--- src/rtl/debounce_pkg.sv ---
// Shared definitions for the debounce_sync block.
//   state_e        : FSM state encoding (2 bits)
//   StableDefault  : default qualification length in synchronized cycles
//   cnt_width()    : width of a counter that must hold 0..stable
package debounce_pkg;

  typedef enum logic [1:0] {
    IdleLo = 2'b00,
    ChkHi  = 2'b01,
    IdleHi = 2'b10,
    ChkLo  = 2'b11
  } state_e;

  localparam int unsigned StableDefault = 4;

  function automatic int unsigned cnt_width(int unsigned stable);
    return $clog2(stable + 1);
  endfunction

endpackage

--- src/rtl/sync2.sv ---
// Two-flop synchronizer for a single asynchronous bit.
//   clk : sampling clock
//   rst : asynchronous active-low reset, loads RST_LVL into both stages
//   d   : asynchronous input
//   q   : synchronized output (second stage)
module sync2 #(
  parameter logic RST_LVL = 1'b0
) (
  input  logic clk,
  input  logic rst,
  input  logic d,
  output logic q
);

  logic s1_q;
  logic s2_q;

  always_ff @(posedge clk or negedge rst) begin
    if (!rst) begin
      s1_q <= RST_LVL;
      s2_q <= RST_LVL;
    end else begin
      s1_q <= d;
      s2_q <= s1_q;
    end
  end

  assign q = s2_q;

endmodule

--- src/rtl/debounce_sync.sv ---
// Synchronizing debouncer. A new level on din is accepted once the synchronized
// input has held it for STABLE+1 consecutive cycles; any return to the current
// level during qualification drops the candidate.
//   clk  : clock
//   rst  : asynchronous active-low reset
//   din  : raw asynchronous input
//   dout : registered debounced level
//   rise : registered one-cycle pulse when dout goes to 1
//   fall : registered one-cycle pulse when dout goes to 0
//   busy : a candidate transition is being qualified
module debounce_sync
  import debounce_pkg::*;
#(
  parameter int unsigned STABLE  = StableDefault,
  parameter logic        RST_LVL = 1'b0
) (
  input  logic clk,
  input  logic rst,
  input  logic din,
  output logic dout,
  output logic rise,
  output logic fall,
  output logic busy
);

  localparam int unsigned CntW = cnt_width(STABLE);
  localparam logic [CntW-1:0] StableCnt = CntW'(STABLE);
  localparam logic [CntW-1:0] OneCnt    = CntW'(1);
  localparam state_e RstState = RST_LVL ? IdleHi : IdleLo;

  logic s2;

  sync2 #(
    .RST_LVL (RST_LVL)
  ) u_sync2 (
    .clk (clk),
    .rst (rst),
    .d   (din),
    .q   (s2)
  );

  state_e          state_q, state_d;
  logic [CntW-1:0] cnt_q, cnt_d;
  logic            dout_q, dout_d;
  logic            rise_q, rise_d;
  logic            fall_q, fall_d;

  always_ff @(posedge clk or negedge rst) begin
    if (!rst) begin
      state_q <= RstState;
      cnt_q   <= '0;
      dout_q  <= RST_LVL;
      rise_q  <= 1'b0;
      fall_q  <= 1'b0;
    end else begin
      state_q <= state_d;
      cnt_q   <= cnt_d;
      dout_q  <= dout_d;
      rise_q  <= rise_d;
      fall_q  <= fall_d;
    end
  end

  always_comb begin
    state_d = state_q;
    cnt_d   = cnt_q;
    dout_d  = dout_q;
    rise_d  = 1'b0;
    fall_d  = 1'b0;
    unique case (state_q)
      IdleLo: begin
        if (s2) begin
          state_d = ChkHi;
          cnt_d   = OneCnt;
        end else begin
          cnt_d   = '0;
        end
      end
      ChkHi: begin
        if (!s2) begin
          state_d = IdleLo;
          cnt_d   = '0;
        end else if (cnt_q < StableCnt) begin
          cnt_d   = cnt_q + OneCnt;
        end else begin
          state_d = IdleHi;
          cnt_d   = '0;
          dout_d  = 1'b1;
          rise_d  = 1'b1;
        end
      end
      IdleHi: begin
        if (!s2) begin
          state_d = ChkLo;
          cnt_d   = OneCnt;
        end else begin
          cnt_d   = '0;
        end
      end
      ChkLo: begin
        if (s2) begin
          state_d = IdleHi;
          cnt_d   = '0;
        end else if (cnt_q < StableCnt) begin
          cnt_d   = cnt_q + OneCnt;
        end else begin
          state_d = IdleLo;
          cnt_d   = '0;
          dout_d  = 1'b0;
          fall_d  = 1'b1;
        end
      end
      default: begin
        state_d = RstState;
        cnt_d   = '0;
      end
    endcase
  end

  assign dout = dout_q;
  assign rise = rise_q;
  assign fall = fall_q;
  // Decoded from the state register only, so no path from din.
  assign busy = (state_q == ChkHi) || (state_q == ChkLo);

endmodule
--- config.mk ---
export PLATFORM = sky130hd
export DESIGN_NAME = debounce_sync
export DESIGN_NICKNAME = d
export VERILOG_FILES = /design/src/rtl/debounce_pkg.sv /design/src/rtl/sync2.sv /design/src/rtl/debounce_sync.sv
export SDC_FILE = /design/constraint.sdc
export NUM_CORES = 1
export LEC_CHECK = 0
export ABC_AREA = 1
export CAP_MARGIN = 20
export CORE_AREA = 10 10 47 49
export DETAILED_ROUTE_END_ITERATION = 12
export DIE_AREA = 0 0 57 59
export HOLD_SLACK_MARGIN = 0.02
export PLACE_DENSITY = 0.51
export SYNTH_ARGS = -nofsm -noshare
export SYNTH_HDL_FRONTEND = slang
export SYNTH_SLANG_ARGS = --single-unit
export TNS_END_PERCENT = 1
--- constraint.sdc ---
create_clock -name clk -period 2.5 [get_ports clk]
set_input_delay 0.375 -clock clk [delete_from_list [all_inputs] [get_ports clk]]
set_output_delay 0.375 -clock clk [all_outputs]
set_load 0.005 [all_outputs]
* Word level (Yosys, flattened, before mapping)
Cells that the tools add are included.
Storage, ports and cells: flip-flop bits (word level) 10, bits of input ports 3, output and inout bits 4, word-level logic and storage cells 48
Cells by class: add/subtract/negate cells 1, $lt $le $gt $ge 1, eq/ne operators 11, multiplexer cells 23, reductions and logical operators 5
Operators by type and width (count):
- two-way mux 2 bit | 6
- one-hot mux 3 bit (4 select lines) | 1
- two-way mux 1 bit | 11
- two-way mux 3 bit | 3
- != test 2 bit (second input constant) | 4
- one-hot mux 2 bit (4 select lines) | 1
- AND reduction 5 bit | 1
- equality test 2 bit (second input constant) | 2
- != test 2 x 1 -> 1 bit (second input constant) | 2
- AND reduction 4 bit | 1
- adder 3 x 1 -> 3 bit (second input constant) | 1
- less-than comparator 3 bit (second input constant) | 1
- != test 3 x 2 -> 1 bit (second input constant) | 1
- != test 3 bit (second input constant) | 1
- equality test 2 x 1 -> 1 bit (second input constant) | 1
- logical NOT 2 bit | 1
- one-hot mux 1 bit (2 select lines) | 1
- nonzero test 2 bit | 1
- logical OR 1 bit | 1

* Logic depth before layout (Yosys ltp)
Gate-level depths: netlist of the first run.
depth in word-level cells 4, gate-level depth with buffers 5, depth with buffers taken out 5

* Cells and area by module
Synthesis of the first run repeated with hierarchy kept, for this count alone.
Unflattened totals: cells, all modules 39, area total of the unflattened synthesis 391.6 um^2
Modules (own cells, without submodules):
- debounce_sync | instances 1, cells an instance 37, area each 341.6 um^2, sequential area each 200.2 um^2
- sync2 | instances 1, cells an instance 2, area each 50.0 um^2, sequential area each 50.0 um^2

* Worst setup path before layout of the first run
OpenSTA, ideal clock, no wires.
path type register -> register, from reg cnt_q[0], to reg cnt_q[1], setup time 0.118 ns, arrival 0.831 ns, data required time 2.382 ns, setup slack 1.551 ns, cell stages (with the launch flop) 6, buffers on the path 0, period minus slack after synthesis 0.949 ns, cells stage by stage dfrtp_1 ha_1 inv_1 nor2_1 nand3_1 nand2_1
Between the ends: word-level cells in the longest chain between the ends 4, elaborated cells on any way between the ends 6, those cells by class add/sub: 1; order compare: 1; mux: 4
RTL lines:
- start, declared | line debounce_sync.sv:43 | logic [CntW-1:0] cnt_q, cnt_d;
- start signal, assigned | line debounce_sync.sv:57 | cnt_q <= cnt_d;
- adder 3 x 1 -> 3 bit / less-than comparator 3 bit (equally long branches)
- two-way mux 3 bit (*) | line debounce_sync.sv:83, debounce_sync.sv:104
- two-way mux 3 bit, on equally long branches | line debounce_sync.sv:101, debounce_sync.sv:80
- one-hot mux 3 bit (4 select lines) (*) | line debounce_sync.sv:70 | unique case (state_q)
- named net cnt_d[1] | line debounce_sync.sv:43
Mark *: on every way through the listed nets, which the timed path passes. The rest lies on a longest branch. A chain may end at the register's enable or synchronous reset.

* Worst setup path after layout of the first run
from reg state_q[0], to out busy
Between the ends: word-level cells in the longest chain between the ends 2, elaborated cells on any way between the ends 3, those cells by class eq/ne: 2; reduce/logical: 1
RTL lines:
- start, declared | line debounce_sync.sv:42 | state_e state_q, state_d;
- start signal, assigned | line debounce_sync.sv:50 | state_q <= RstState;
- start signal, assigned | line debounce_sync.sv:56 | state_q <= state_d;
- equality test 2 x 1 -> 1 bit / equality test 2 bit (equally long branches) | line debounce_sync.sv:124 | assign busy = (state_q == ChkHi) || (state_q == ChkLo);
- logical OR 1 bit (*) | line debounce_sync.sv:124
- end, declared | line debounce_sync.sv:23 | output logic busy
Every way passes the cells marked *; elsewhere a longest branch is shown, timed or not.

==> impl_metrics.py, run 1 <==
metrics = {
    "clock_network": {
        "path_clk_slew_ps": 60,
        "ctsResizeCount": 0,
        "clkSinkCount": 10,
        "cts_setup_buffers": 0,
        "clk_latency_ps": 260,
        "cts_root_buf": "clkbuf_4",
        "clock_path_buffers": 2,
        "cts_tree": "done",
        "cts_buffers": 3,
        "htreeDepth": 1,
        "cts.hold.buffers_added": 0,
    },
    "pwr": {
        "p_total_uw": 410,
        "p_leak_uw": 0.000298,
        "irDropWorstVdd_mv": 0.307,
        "pwr_density_cell_nw_per_um2": 796,
    },
    "final_layout": {
        "layout_common_cells": "10 x dfrtp_1, 9 x nand2_1, 8 x inv_1",
        "final_nets": 60,
        "fin_cells": 70,
        "drive_gt1_frac": 0.185,
        "multi_input_area_um2": 120,
        "nFillCells": 149,
        "final_common_cell": "dfrtp_1",
        "diodes": 0,
        "area_growth_pct": 23.7,
        "seq_area_um2": 250,
    },
    "global_routing": {
        "grt_max_degree": 11,
        "antenna_found_initial": 0,
        "grt_pass1_vias": 263,
        "grt_pass1_wl_mm": 1.09,
        "grt_usage": 0.0427,
        "overflow": 0,
    },
    "sta": {
        "fin_skew_ps": 4.65,
        "hold_viol": 0,
        "finalWorstSetupSlack_ps": 924,
        "min_period_ps": 1580,
        "worst_pin_slew_ps": 444,
        "maxSlewViolCount": 0,
        "max_slew_margin": 0.703,
        "rsz0062_at_grt": "false",
        "final.setup.tns_ps": 0,
        "fin_crit_sh": 0.630,
        "hold_ws_ps": 346,
        "final-setup-viol-count": 0,
        "fmaxAchievable_mhz": 635,
    },
    "status": {
        "outcome": "finished, final reports clean",
    },
    "worst_setup_path": {
        "setup.worst_path.end_class": "output port",
        "cp.arrival_ps": 1200,
        "cp.required_ps": 2120,
        "cp_cell_sequence": "clkdlybuf4s50_1",
        "cp_slowest_cell": "clkdlybuf4s50_1",
        "worstSetupPathType": "flip-flop to output port",
        "cp_top_family": "buffers and inverters",
        "crit_buf_inv": 1,
        "cp-start-kind": "flip-flop",
        "cpPeakStageDelay_ps": 530,
        "r2r_slack_ps": 1480,
        "crit_fanout": 5,
    },
    "die": {
        "num_rows": 14,
        "start_util": 0.297,
        "die_h_um": 59,
        "coreArea_um2": 1400,
        "ios": 7,
        "die_x_um": 57,
        "dieArea_um2": 3360,
    },
    "flow_run": {
        "drv_cap": 0,
    },
    "drt": {
        "vias": 279,
        "first_iter_violations": 1,
        "drc": 0,
        "viasPerCell": 3.99,
        "routedWlPerCell_um": 9.39,
        "ant_nets": 0,
        "drtPass1Iterations": 2,
        "wl_um": 657,
    },
    "place": {
        "gp_congestion": 0.731,
        "dpl.cell_count": 67,
        "io_buffer_count": 6,
        "hpwl_um": 493,
        "preCtsSetupSlack_ps": 1190,
    },
    "synth": {
        "ys_seq_elements": 10,
        "synth_top_area_frac": 0.601,
        "synth_area_leader_cell": "dfrtp_1",
        "yosys-top-cells-area": "dfrtp_1 60%, nand2_1 8.1%, inv_1 7.2%",
        "syn_avg_cell_area_um2": 9.06,
        "syn_inst": 46,
        "syn-num-nets": 50,
        "yosysWarningCount": 0,
        "synth_cell_types": 13,
        "synth_area_um2": 417,
        "ys_seq_area_frac": 0.601,
    },
    "min_path": {
        "hp-class": "flip-flop to flip-flop",
    },
}
[through the flow]
stage | area, um2 | utilization
after detailed placement | 493 | 0.352
final | 515 | 0.368
after global placement | 493 | 0.352
after floorplan | 417 | -
after CTS | 515 | 0.368
after global routing | 515 | 0.368
[cell usage after synthesis]
master	count
inv_2	2
inv_1	8
nor2_2	1
nand3_1	5
clkbuf_1	1
clkinv_2	1
nand2_2	2
o21ai_1	1
ha_1	1
nand2_1	9
dfrtp_1	10
nand3_2	1
nor2_1	4
[area by class of cell]
| type | instances | area share |
|---|---|---|
| repair buffers | 6 | 0.117 |
| flip-flops and latches | 10 | 0.485 |
| inverters | 11 | 0.0825 |
| multi-input cells | 24 | 0.233 |
| well taps | 16 | 0.0388 |
| clock buffers | 3 | 0.0437 |
[power by group]
part | leakage (uW) | internal [uW] | switching [uW] | total [uW]
combinational | 0.000155 | 44.9 | 48.4 | 93.3
clock | 0.0000138 | 55.4 | 50.0 | 105
sequential | 0.000129 | 189 | 22.8 | 211
[worst paths after layout]
path | endpoint | cells past startpoint | from
min reg2reg | u_sync2.q$_DFF_PN0_ | 0 | u_sync2.s1_q$_DFF_PN0_
max in group asynchronous | fall$_DFF_PN0_ | 1 | rst
min | u_sync2.q$_DFF_PN0_ | 0 | u_sync2.s1_q$_DFF_PN0_
min in group asynchronous | cnt_q[2]$_DFF_PN0_ | 1 | rst
max reg2reg | cnt_q[1]$_DFF_PN0_ | 5 | cnt_q[0]$_DFF_PN0_
max | busy | 1 | state_q[0]$_DFFE_PN0P_
[sequential cells by signal, indices dropped and copies added (netlist names), named ones only]
signal,count
cnt_q,3
dout,1
fall,1
rise,1
state_q,1
u_sync2.q,1
u_sync2.s1_q,1
[metal layers]
metal / part of all wire / global-route usage / up-vias / routed length (um)
li1: - / - / 150 / -
met2: 0.40 / 0.0558 / 8 / 261
met4: 0 / 0.0101 / 0 / 0
met1: 0.46 / 0.0425 / 121 / 299
met3: 0.15 / 0.0515 / 0 / 96
met5: 0 / 0 / - / 0
[logic make-up after synthesis]
group | synth area share
AOI/OAI and AO/OA | 0.0120
adders and majority gates | 0.0300
buffers and inverters | 0.111
DFF | 0.601
and+or+nand+nor | 0.246
No activity file was read; power rests on OpenSTA's default activity.
==> inputs of run 2 (changes only) <==
clock period = 1.55 ns   (was 2.5 ns; I/O delays follow)
==> run 2 against run 1 <==
  * Critical path depth stayed put
  * Sequential share of layout area unchanged
  * Register-to-register slack worse by 950 ps
  * Critical path type unchanged
  * Critical endpoint unchanged
==> impl_metrics.py, run 2 (same netlist as run 1, synthesis figures left out) <==
metrics = {
    "sta": {
        "fmaxAchievable_mhz": 700,
        "fin_skew_ps": 2.45,
        "fin_crit_sh": 0.922,
        "final-setup-viol-count": 0,
        "hold_viol": 0,
        "maxSlewViolCount": 0,
        "min_period_ps": 1430,
        "max_slew_margin": 0.700,
        "rsz0062_at_grt": "false",
        "worst_pin_slew_ps": 449,
        "final.setup.tns_ps": 0,
    },
    "pwr": {
        "pwr_density_cell_nw_per_um2": 1280,
        "irDropWorstVdd_mv": 0.379,
        "p_leak_uw": 0.000298,
        "p_total_uw": 660,
    },
    "worst_setup_path": {
        "ff2ff_path_depth": 5,
        "r2r-end": "cnt_q[1]$_DFF_PN0_",
        "cp-start-kind": "flip-flop",
        "cp_slowest_cell": "clkdlybuf4s50_1",
        "cpPeakStageDelay_ps": 530,
        "worstSetupEndpoint": "busy",
        "worstSetupPathType": "flip-flop to output port",
        "cp_top_family": "buffers and inverters",
        "cp.required_ps": 1320,
        "r2r_slack_ps": 530,
        "cp.depth": 1,
        "setup.worst_path.end_class": "output port",
        "crit_buf_inv": 1,
        "crit_fanout": 5,
        "cp.arrival_ps": 1200,
        "rr_startpoint": "cnt_q[0]$_DFF_PN0_",
        "setup.worst_path.start": "state_q[0]$_DFFE_PN0P_",
        "cp_cell_sequence": "clkdlybuf4s50_1",
    },
    "final_layout": {
        "drive_gt1_frac": 0.185,
        "final_common_cell": "dfrtp_1",
        "regMostFlops": "cnt_q",
        "layout_common_cells": "10 x dfrtp_1, 9 x nand2_1, 8 x inv_1",
        "final_nets": 60,
        "nFillCells": 161,
        "diodes": 0,
        "area_growth_pct": 23.7,
        "largest_register_ffs": 3,
    },
    "clock_network": {
        "ctsResizeCount": 0,
        "path_clk_slew_ps": 60,
        "clk_latency_ps": 260,
        "clock_path_buffers": 2,
        "cts.hold.buffers_added": 0,
        "cts_tree": "done",
        "cts_buffers": 3,
        "clkSinkCount": 10,
        "cts_root_buf": "clkbuf_4",
        "cts_setup_buffers": 0,
        "htreeDepth": 1,
    },
    "drt": {
        "vias": 281,
        "first_iter_violations": 2,
        "ant_nets": 0,
        "wl_um": 658,
        "drtPass1Iterations": 3,
        "routedWlPerCell_um": 9.40,
        "drc": 0,
        "viasPerCell": 4.01,
    },
    "die": {
        "die_h_um": 59,
        "start_util": 0.297,
        "coreArea_um2": 1400,
        "ios": 7,
        "die_x_um": 57,
        "num_rows": 14,
        "dieArea_um2": 3360,
    },
    "global_routing": {
        "grt_max_degree": 11,
        "grt_pass1_wl_mm": 1.20,
        "overflow": 0,
        "grt_usage": 0.0479,
        "grt_pass1_vias": 286,
        "antenna_found_initial": 0,
    },
    "min_path": {
        "hp-class": "primary input to asynchronous set/reset pin",
    },
    "place": {
        "hpwl_um": 508,
        "gp_congestion": 0.731,
        "io_buffer_count": 6,
    },
    "flow_run": {
        "drv_cap": 0,
    },
    "status": {
        "outcome": "finished, final reports clean",
    },
}
-- run 2: cell counts in the layout (fill, tap and decap cells not counted) --
No cell type changed its count.
-- run 2: worst min path at each step --
stage | from | to | slack (ps) | cells past startpoint
2_1_floorplan | rst | asynchronous set/reset pin | -60 | 0
5_1_grt | rst | cnt_q[1]$_DFF_PN0_ | 300 | 1
4_1_cts | rst | state_q[0]$_DFFE_PN0P_ | 300 | 1
3_5_place_dp | u_sync2.s1_q$_DFF_PN0_ | u_sync2.q$_DFF_PN0_ | 340 | 0
6_report | rst | state_q[0]$_DFFE_PN0P_ | 290 | 1
3_3_place_gp | u_sync2.s1_q$_DFF_PN0_ | u_sync2.q$_DFF_PN0_ | 330 | 0
-- run 2: stage by stage --
| step | worst slack (ps) | utilization | instance area [um2] | hold WS [ps] | cells |
|---|---|---|---|---|---|
| 6_report | 122 | 0.368 | 515 | 289 | 70 |
| 3_5_place_dp | 387 | 0.352 | 493 | 336 | 67 |
| 4_1_cts | 95.8 | 0.368 | 515 | 299 | 70 |
| 3_3_place_gp | 413 | 0.352 | 493 | 335 | 67 |
| 2_1_floorplan | 601 | - | 417 | -63.1 | 46 |
| 5_1_grt | 38.9 | 0.368 | 515 | 304 | 70 |
-- run 2: where the power goes --
group / internal, uW / switching (uW)
Clock: 89.2 / 79.0
Combinational: 72.4 / 78.8
Sequential: 304 / 36.4
Total: 466 / 194
-- run 2: area by class of cell --
type	count	area [um2]	area share
clock buffers	3	22.5	0.0437
inverters	11	42.5	0.0825
repair buffers	6	60.1	0.117
well taps	16	20.0	0.0388
flip-flops and latches	10	250	0.485
multi-input cells	24	120	0.233
-- run 2: routing by layer --
metal	share of wire	GRT usage	vias up
met2	0.41	0.0636	6
li1	-	-	151
met1	0.48	0.0486	124
met5	0	0	-
met3	0.10	0.0365	0
met4	0	0.0403	0
